## src/rtl/mem_port_arbiter.sv

```systemverilog
// Arbitrates one single-ported memory between the fetch path and the data path.
// Optional watchdog abort is enabled by defining MEM_ARB_TIMEOUT_EN.
module mem_port_arbiter #(
   parameter int unsigned ADDR_W          = 32,
   parameter int unsigned DATA_W          = 32,
   parameter int unsigned MAX_DATA_STREAK = 4,
   parameter int unsigned TIMEOUT_CYCLES  = 64
) (
   input  logic              clk,
   input  logic              rst,
   input  logic              if_req,
   input  logic [ADDR_W-1:0] if_addr,
   output logic [DATA_W-1:0] if_rdata,
   output logic              if_done,
   input  logic              d_req,
   input  logic              d_we,
   input  logic [ADDR_W-1:0] d_addr,
   input  logic [DATA_W-1:0] d_wdata,
   output logic [DATA_W-1:0] d_rdata,
   output logic              d_done,
   output logic              stall_if,
   output logic              stall_d,
   output logic              mem_req,
   output logic              mem_we,
   output logic [ADDR_W-1:0] mem_addr,
   output logic [DATA_W-1:0] mem_wdata,
   input  logic [DATA_W-1:0] mem_rdata,
   input  logic              mem_ack,
   output logic              timeout_err
);

   typedef enum logic [1:0] {IDLE, BUSY_IF, BUSY_D, DONE} state_t;

   localparam logic [7:0] STREAK_MAX = 8'(MAX_DATA_STREAK);

   generate
      if (MAX_DATA_STREAK < 1 || MAX_DATA_STREAK > 255 ||
          TIMEOUT_CYCLES < 2 || TIMEOUT_CYCLES > 65535) begin : g_bad_param
         $error("mem_port_arbiter: parameter out of legal range");
      end
   endgenerate

   state_t            state, state_next;
   logic              grant_if, grant_d, busy, timeout, finish;
   logic [7:0]        streak;
   logic              owner_d;
   logic [DATA_W-1:0] rdata_q;

   assign busy   = (state == BUSY_IF) || (state == BUSY_D);
   assign finish = busy && (mem_ack || timeout);

`ifdef MEM_ARB_TIMEOUT_EN
   localparam logic [15:0] WDOG_LIMIT = 16'(TIMEOUT_CYCLES - 1);

   logic [15:0] wdog;
   logic        timeout_q;

   // Ack on the limit edge takes priority, so timeout only fires without ack.
   assign timeout = busy && !mem_ack && (wdog == WDOG_LIMIT);

   always_ff @(posedge clk) begin
      if (!rst) begin
         wdog      <= '0;
         timeout_q <= 1'b0;
      end else begin
         wdog <= busy ? wdog + 16'd1 : '0;
         if (finish)
            timeout_q <= timeout;
      end
   end

   assign timeout_err = (state == DONE) && timeout_q;
`else
   assign timeout     = 1'b0;
   assign timeout_err = 1'b0;
`endif

   always_ff @(posedge clk) begin
      if (!rst)
         state <= IDLE;
      else
         state <= state_next;
   end

   // Data wins a tie until it has taken STREAK_MAX grants in a row over a waiting fetch.
   always_comb begin
      state_next = state;
      grant_if   = 1'b0;
      grant_d    = 1'b0;
      case (state)
         IDLE: begin
            if (d_req && !(if_req && streak == STREAK_MAX)) begin
               grant_d    = 1'b1;
               state_next = BUSY_D;
            end else if (if_req) begin
               grant_if   = 1'b1;
               state_next = BUSY_IF;
            end
         end
         BUSY_IF, BUSY_D: begin
            if (finish)
               state_next = DONE;
         end
         DONE:    state_next = IDLE;
         default: state_next = IDLE;
      endcase
   end

   always_ff @(posedge clk) begin
      if (!rst) begin
         streak <= '0;
      end else if (state == IDLE) begin
         if (grant_if || !if_req)
            streak <= '0;
         else if (grant_d && streak != STREAK_MAX)
            streak <= streak + 8'd1;
      end
   end

   // Memory-side request registers stay frozen for the whole access.
   always_ff @(posedge clk) begin
      if (!rst) begin
         mem_req   <= 1'b0;
         mem_we    <= 1'b0;
         mem_addr  <= '0;
         mem_wdata <= '0;
         owner_d   <= 1'b0;
         rdata_q   <= '0;
      end else if (grant_d) begin
         mem_req   <= 1'b1;
         mem_we    <= d_we;
         mem_addr  <= d_addr;
         mem_wdata <= d_wdata;
         owner_d   <= 1'b1;
      end else if (grant_if) begin
         mem_req   <= 1'b1;
         mem_we    <= 1'b0;
         mem_addr  <= if_addr;
         mem_wdata <= '0;
         owner_d   <= 1'b0;
      end else if (finish) begin
         mem_req <= 1'b0;
         rdata_q <= (mem_ack && !mem_we) ? mem_rdata : '0;
      end
   end

   assign if_done  = (state == DONE) && !owner_d;
   assign d_done   = (state == DONE) && owner_d;
   assign if_rdata = if_done ? rdata_q : '0;
   assign d_rdata  = d_done ? rdata_q : '0;
   assign stall_if = if_req && !if_done;
   assign stall_d  = d_req && !d_done;

endmodule

```

## config.mk

```make
export PLATFORM = sky130hd
export DESIGN_NAME = mem_port_arbiter
export DESIGN_NICKNAME = d
export VERILOG_FILES = /design/src/rtl/mem_port_arbiter.sv
export SDC_FILE = /design/constraint.sdc
export NUM_CORES = 1
export LEC_CHECK = 0
export CAP_MARGIN = 20
export CORE_MARGIN = 8
export CORE_UTILIZATION = 40
export CTS_CLUSTER_SIZE = 16
export DETAILED_ROUTE_END_ITERATION = 10
export DONT_BUFFER_PORTS = 1
export PLACE_DENSITY = 0.51
export SYNTH_ARGS = -nofsm -noshare
export SYNTH_HDL_FRONTEND = slang
export SYNTH_SLANG_ARGS = --single-unit
```

## constraint.sdc

```tcl
create_clock -name clk -period 1.8 [get_ports clk]
set_input_delay 0.27 -clock clk [delete_from_list [all_inputs] [get_ports clk]]
set_output_delay 0.27 -clock clk [all_outputs]
set_load 0.01 [all_outputs]
```

* Word level (Yosys, flattened, before mapping)
Cells that the tools add are included.
** Operators by class
- Bitwise operators :: 2
- Reduce and logical (&&, ||, !) cells :: 25
- Add/subtract/negate cells :: 1
- Equality and inequality tests :: 7
- Multiplexer cells :: 24
** Operators with widths (number)
- $mux W32 :: 7
- $mux W8 :: 2
- $mux W1 :: 11
- $logic_and A1 B1 Y1 :: 9
- $add A8 B1 Y8 const B :: 1
- $eq A8 B3 Y1 const B :: 1
- $ne A8 B3 Y1 const B :: 1
- $logic_not A1 Y1 :: 6
- $mux W2 :: 3
- $pmux W2 S3 :: 1
- $eq A2 B2 Y1 const B :: 2
- $reduce_and A2 Y1 :: 2
- $reduce_bool A2 Y1 :: 2
- $ne A3 B3 Y1 const B :: 1
- $reduce_and A3 Y1 :: 1
- $reduce_bool A3 Y1 :: 1
- $eq A2 B1 Y1 const B :: 1
- $logic_not A2 Y1 :: 1
- $logic_or A1 B1 Y1 :: 2
- $ne A2 B2 Y1 const B :: 1
- $not A1 Y1 :: 2
- $reduce_or A2 Y1 :: 1
** Word-level totals
- Input bits :: 134
- Bits in registers :: 109

* Depth between registers and ports, before layout
Gate-level depths: netlist (run 1).
- Depth after elaboration :: 9
- Depth in mapped cells :: 8
- Mapped depth without buffers :: 6

* Worst setup path before layout (run 1)
Ideal clock, no wire load.
- Path type :: register -> output
- Start :: register state[0]
- End :: output port if_rdata[22]
- Data required time :: 1.530 ns
- Stages on the path, launching flop included :: 5
- Arrival time :: 1.338 ns
- Path slack :: 0.192 ns
- Path through :: dfxtp_1 > ha_1 > nor2b_1 > clkbuf_1 > and2_1
** On the way
- Cells in the longest elaborated chain, start to end :: 3
** RTL lines
- start, declared :: line 43 : state_t state, state_next;
- start signal, assigned :: line 82 : state <= state_next;
- $eq A2 B2 Y1 :: line 147 : assign if_done = (state == DONE) && !owner_d;
- $logic_and A1 B1 Y1 :: line 147
- via if_done :: line 14 : output logic if_done,
- $mux W32 :: line 149 : assign if_rdata = if_done ? rdata_q : '0;
- end, declared :: line 13 : output logic [DATA_W-1:0] if_rdata,
The timed path passes the listed nets, and every way through them passes these cells.

* Worst setup path after layout (run 1)
- Start :: register state[1]
- End :: output port if_rdata[4]
** On the way
- Cells in the longest elaborated chain, start to end :: 3
** RTL lines (line)
- $eq A2 B2 Y1 :: 147
- $logic_and A1 B1 Y1 :: 147
- $mux W32 :: 149
Every way passes these cells.

==> metrics.md, run 1 <==
| Metric | Value |
|---|---|
| Outcome | finished clean |
| Reg2Reg Depth | 8 |
| Overall Global Routing Usage | 16.71% |
| Clock transition at path regs | 0.08 ns |
| First DRT Iteration DRCs | 182 |
| Remaining global-route overflow | 0 |
| RSZ-0062 raised after global routing | false |
| CTS tree | yes |
| Number of cell rows | 40 |
| YS warnings | 0 |
| CP Capture Type | output port |
| F_max | 584.6 MHz |
| Worst r2r src | streak[0] |
| Max Root-Sink Buffers | 2 |
| Drc violations | 0 |
| Mapped Cells | 586 |
| Vias/cell | 5.656 |
| Commonest non-fill, non-tap cells in the layout | 105 x dfxtp_1, 74 x nand2_1, 68 x a21oi_1 |
| Syn avg cell area | 8.327 um2 |
| Layout Nets | 705 |
| Crit-path max FO | 12 |
| Syn Nets | 724 |
| Final period utilization | 95.04% |
| Worst path bufs/invs | 1 |
| CTS sink count | 109 |
| CP max stage cell | dfxtp_2 |
| Async S/R FF share, synth | 0% |
| Via count | 4067 |
| Layout cells sized above 1 | 9.091% |
| Skew-Pair Late Insertion Delay | 0.35 ns |
| Number of flops mapped to enable cells by yosys | 0 |
| Avg WL per Cell | 20.15 um |
| Worst EP arrival | 1.44 ns |
| Final ANT Viol Nets | 0 |
| Most common cell after layout, fill and taps aside | dfxtp_1 |
| P&R area growth vs syn | 10.23% |
| Peak VDD IR | 0.0006975 V |
| TNS Setup | 0 ns |
| Worst Setup SP | state[1] |
| WP data required | 1.53 ns |
| Post-synth cell types | 32 |
| Routability congestion estimate from global placement | 0.7802 |
| Area leader, netlist | dfxtp_1 |
| Yosys reg bits | 109 |
| Stages on the worst setup path | 4 |
| Critical path type | register to output port |
| Initial antenna violation count | 0 |
| Top FF cell, synth | dfxtp_1 |
| Port bufs | 0 |
| Number of global-route vias before repair | 4078 |
| Final Critical Period | 1.711 ns |
| Largest net degree at the start of global routing | 106 |
| Cells on Worst Hold Path | 2 |
| H-Tree Depth | 3 |
| Die Y | 126.5 um |
| # hold bufs at CTS | 0 |
| Root Driver | clkbuf_16 |
| Hold crit path type | input port to register |
| Count of final max-slew check failures | 0 |
| Leakage | 2.074 nW |
| Ant diodes | 0 |
| Core Region | 11960 um2 |
| Die area | 15990 um2 |
| Synthesized area | 4880 um2 |
| Critical path destination | if_rdata[4] |
| Core Util, Final | 44.97% |
| Final hold vios | 0 |
| Max incr delay on CP | 0.36 ns |
| Initial Util | 40.79% |
| Hpwl dp | 10240 um |
| Die W | 126.5 um |
| CP startpoint kind | register |
| Final setup violation count | 0 |
| # IOs | 269 |
| Routed WL | 14490 um |
| Drt pass-1 iters | 7 |
| Max cap viols | 0 |
| Worst clock skew | 0.008311 ns |
| Area contributors post-synth | dfxtp_1 45%, a21oi_1 7.0%, nand2_1 5.7%, a22oi_1 5.1%, a21boi_0 4.9% |
| Sequential element share of the synthesized area | 44.72% |
| Delay-heaviest family, CP | simple AND/OR/NAND/NOR gates |
| Pwr dens | 1468 nW/um2 |
| FF-to-FF setup slack | 0.13 ns |
| Overall power | 7.898 mW |
| Total CTS buffers | 9 |
| Post-synth top area share | 44.72% |
| Global-route wire length before repair | 21710 um |
| CP Cell Sequence | ha_4, nor2b_4, buf_4, and2_1 |
| R2R Path End | streak[0] |
-- synth_stat cells (2+ instances only) --
cell type and n:
a21boi_0 32, a21boi_1 2, a21oi_1 68, a22oi_1 33, and2_1 33, and3_1 34
buf_1 4, buf_2 11, buf_4 4, buf_6 8, clkbuf_1 27, dfxtp_1 109
ha_1 4, inv_1 5, nand2_1 74, nand3_1 34, nand4_1 3, nor2_1 11
nor2b_1 38, o21ai_0 35, o21ai_1 2, xnor2_1 3, xor2_1 3
-- through the flow --
| stage | hold slack (ns) | std cells | area (um2) | worst slack (ns) |
|---|---|---|---|---|
| finish | 0.04578 | 719 | 5379 | 0.08934 |
| global route | 0.03140 | 719 | 5379 | 0.01221 |
| CTS | 0.03444 | 716 | 5304 | -0.01292 |
| detailed placement | 0.4117 | 699 | 4976 | 0.1106 |
| global placement | 0.4055 | 699 | 4976 | 0.1750 |
| floorplan | 0.4041 | 586 | 4880 | 0.1918 |
-- per-layer routing --
layer,GRT usage (%),wire length [um],up-vias
li1,-,-,1977
met1,18.09,5702,1894
met2,28.77,7037,179
met3,7.415,1541,17
met4,5.025,206,0
met5,0,0,-
-- repair_timing --
action / CTS / global route
endpoints found under the setup margin: 24 / 47
cloned: 1 / 1
endpoints found under the hold margin: 0 / 0
setup buffers: 0 / 2
pin swaps: 1 / 3
resized for setup: 4 / 7
-- flip-flops by register name, indices dropped and copies added, names as in the netlist --
| signal | cells |
|---|---|
| mem_addr | 32 |
| mem_req | 1 |
| mem_wdata | 32 |
| mem_we | 1 |
| owner_d | 1 |
| rdata_q | 32 |
| state | 2 |
| streak | 8 |
-- power by group --
group	switching, mW	internal [mW]	leakage, nW
sequential	0.552	2.90	0.894
clock	0.958	1.10	0.148
combinational	1.48	0.909	1.03
-- worst min path at each step --
stage | from | end | slack [ns]
after global placement | if_addr[24] | mem_addr[24] | 0.41
after floorplan | if_addr[0] | mem_addr[0] | 0.40
final | if_addr[12] | mem_addr[12] | 0.05
after detailed placement | if_addr[23] | mem_addr[23] | 0.41
after global routing | if_addr[6] | mem_addr[6] | 0.03
after CTS | if_addr[6] | mem_addr[6] | 0.03
-- area by class of cell --
cell class	instances	area [um2]
flip-flops and latches	109	2187
clock buffers	9	225.2
clock inverters	7	83.83
repair buffers	24	259.0
inverters	5	18.77
multi-input cells	418	2421
fillers	1226	6583
well taps	147	183.9
-- cells by family after synthesis --
| group | after synthesis | synth area share [%] |
|---|---|---|
| compound gates | 176 | 21.90 |
| buf+inv | 59 | 6.359 |
| xor+xnor | 6 | 1.077 |
| simple gates | 231 | 24.85 |
| flops | 109 | 44.72 |
| other cells | 1 | 0.07685 |
| fa+ha+maj | 4 | 1.026 |
-- worst register-to-register path, stage by stage (launching register included) --
cell      delay [ns]
dfxtp_2         0.32
inv_1           0.08
ha_1            0.14
and4bb_2        0.29
a21oi_4         0.09
buf_12          0.15
buf_12          0.14
and3_1          0.18
o21a_1          0.17
Note: power is estimated with default switching activity, not from simulation.
==> run 2: changes to the inputs <==
- ABC_AREA: default -> 1
==> run 2 against run 1 <==
Effect of this change: combinational power rose by 34%; power rose by 13%; area after synthesis rose by 6.6%; final cell count rose by 29%; maximum frequency fell by 4.0%; clock power barely moved; sequential power rose by 5%.
==> metrics.md, run 2 <==
| Metric | Value |
|---|---|
| Final ANT Viol Nets | 0 (unchanged) |
| Multi-input gate area in the final layout | 2465 um2 (+1.8%) |
| Via count | 4755 (+17%) |
| Reg2Reg Depth | 10 (+2) |
| Die W | 130.1 um (+2.9%) |
| Die Y | 130.1 um (+2.9%) |
| Vias/cell | 5.113 (-9.6%) |
| Core Util, Final | 49.71% (+4.7 points) |
| Peak VDD IR | 0.0006715 V (-3.7%) |
| Mapped Cells | 711 (+21%) |
| Leakage | 2.714 nW (+31%) |
| Final setup violation count | 0 (unchanged) |
| Delay-heaviest family, CP | buffers and inverters |
| FF-to-FF setup slack | 0.15 ns (+0.02 ns) |
| # IOs | 269 (unchanged) |
| Overall power | 8.915 mW (+13%) |
| CP Cell Sequence | ha_2, inv_1, nor2_4, inv_4, clkbuf_16, nor2_1, buf_4 |
| Final hold vios | 0 (unchanged) |
| Crit-path max FO | 8 (-4) |
| WP data required | 1.53 ns (about the same) |
| F_max | 561.1 MHz (-4.0%) |
| Top FF cell, synth | dfxtp_1 |
| Count of final max-slew check failures | 0 (unchanged) |
| Commonest non-fill, non-tap cells in the layout | 157 x nand2_1, 107 x dfxtp_1, 83 x inv_1 |
| Clock transition at path regs | 0.07 ns (about the same) |
| Port bufs | 0 (unchanged) |
| Overall Global Routing Usage | 18.30% (+1.6 points) |
| Hpwl dp | 12140 um (+19%) |
| Area leader, netlist | dfxtp_1 |
| YS warnings | 0 (unchanged) |
| Most common cell after layout, fill and taps aside | nand2_1 |
| Total CTS buffers | 9 (unchanged) |
| FILL cells | 1261 (+2.9%) |
| H-Tree Depth | 3 (unchanged) |
| Hold crit path type | input port to register |
| Drt pass-1 iters | 4 (-3) |
| Number of global-route vias before repair | 4657 (+14%) |
| TNS Setup | 0 ns (unchanged) |
| Pwr dens | 1415 nW/um2 (-3.6%) |
| Cells on Worst Hold Path | 2 (unchanged) |
| Die area | 16920 um2 (+5.8%) |
| Design Area, Final | 6299 um2 (+17%) |
| Drc violations | 0 (unchanged) |
| CP Capture Type | output port |
| Core Region | 12670 um2 (+5.9%) |
| Area contributors post-synth | dfxtp_1 42%, nand2_1 11%, a211oi_2 7.0%, a21oi_1 6.9%, inv_1 6.1% |
| R2R Path End | streak[7] |
| Hold WS | 0.04364 ns (-0.002139 ns) |
| Async S/R FF share, synth | 0% (unchanged) |
| Sequential element share of the synthesized area | 41.93% (-2.8 points) |
| CTS sink count | 109 (unchanged) |
| Worst min-delay path endpoint | state[1] |
| Largest net degree at the start of global routing | 48 (-55%) |
| Worst EP arrival | 1.51 ns (+0.07 ns) |
| Max incr delay on CP | 0.33 ns (-0.03 ns) |
| Avg WL per Cell | 17.74 um (-12%) |
| Yosys reg bits | 109 (unchanged) |
| CTS tree | yes |
| Initial Util | 41.07% (+0.27 points) |
| Number of flops mapped to enable cells by yosys | 0 (unchanged) |
| Syn Nets | 849 (+17%) |
| Reg area | 2185 um2 (-0.11%) |
| Final period utilization | 99.01% (+4.0 points) |
| Post-synth top area share | 41.93% (-2.8 points) |
| Critical path type | register to output port |
| Post-synth cell types | 26 (-19%) |
| Max Root-Sink Buffers | 2 (unchanged) |
| Initial antenna violation count | 0 (unchanged) |
| Remaining global-route overflow | 0 (unchanged) |
| Post-place instance area | 5852 um2 (+18%) |
| Regs by FF count | mem_addr (32), mem_wdata (32), rdata_q (32) |
| Synthesized area | 5204 um2 (+6.6%) |
| First DRT Iteration DRCs | 293 (+61%) |
| Outcome | finished clean |
| Global-route wire length before repair | 24330 um (+12%) |
| CP startpoint kind | register |
| Syn avg cell area | 7.319 um2 (-12%) |
| Routed WL | 16490 um (+14%) |
| Max cap viols | 0 (unchanged) |
| Routability congestion estimate from global placement | 0.8067 (+3.4%) |
| Ant diodes | 0 (unchanged) |
| Worst r2r src | state[0] |
| RSZ-0062 raised after global routing | true |
| Final Critical Period | 1.782 ns (+0.07147 ns) |
| CP max stage cell | dfxtp_2 |
| Skew-Pair Late Insertion Delay | 0.36 ns (about the same) |
| Worst clock skew | 0.01024 ns (+0.001926 ns) |
| Most common cell in the netlist | nand2_1 |
| Layout cells sized above 1 | 20.58% (+11 points) |
| Worst path bufs/invs | 4 (+3) |
| Root Driver | clkbuf_16 |
| P&R area growth vs syn | 21.04% |
| Layout Nets | 891 (+26%) |
| Number of cell rows | 41 (+2.5%) |
| Beginning of the worst hold path | rst |
| Synth cell count leaders | 157 x nand2_1, 109 x dfxtp_1, 85 x inv_1, 82 x nor2_1, 72 x a21oi_1 |
==> run 2: metal layers <==
layer | GRT usage [%] | routed length, um
met3 | 8.242 | 1995
met1 | 19.19 | 6049
met5 | 0 | 0
met2 | 31.35 | 8118
met4 | 7.445 | 330
==> run 2: logic make-up after synthesis <==
group	Yosys count	share of synthesized area (%)
other	1	0.07206
flip-flops	109	41.93
XOR/XNOR	3	0.5050
adder cells (fa/ha/maj)	4	0.9618
buffers and inverters	142	11.52
AO/OA/AOI/OAI	139	19.50
AND/OR/NAND/NOR	313	25.51
==> run 2: how the worst max path moves through the flow <==
stage          depth (start not counted)            to  slack [ns]      from
2_1_floorplan                          8   rdata_q[10]        0.28  state[0]
3_3_place_gp                           7      state[0]        0.18  state[0]
3_5_place_dp                           7      state[1]        0.13  state[0]
4_1_cts                                7  if_rdata[28]      0.0006  state[1]
5_1_grt                                7   if_rdata[6]       -0.06  state[1]
6_report                               7  if_rdata[24]        0.02  state[0]
==> run 2: per-stage QoR <==
stage	setup slack, ns	std cells
final	0.01787	930
after detailed placement	0.1305	910
after CTS	0.0006265	926
after floorplan	0.2760	711
after global routing	-0.05527	930
after global placement	0.1818	910
==> run 2: what timing repair did <==
action | in CTS | in global routing
endpoints found under the setup margin | 32 | 36
gates cloned | 0 | 3
setup buffers | 0 | 1
hold buffers | 0 | 0
gates resized for setup | 3 | 21
pin swaps | 0 | 1
==> run 2: power breakdown <==
part	switching [mW]	leakage, nW	total [mW]	internal, mW
Clock	0.977	0.155	2.09	1.12
Combinational	1.98	1.66	3.21	1.23
Sequential	0.564	0.895	3.61	3.05
==> run 2: final cells by class <==
cell class | instances | area share, %
clock buffer | 9 | 3.576
clock inverter | 7 | 1.391
inverter | 87 | 5.224
multi-input combinational | 460 | 39.13
sequential | 109 | 34.68
tap | 172 | 3.417
timing repair buffer | 86 | 12.57
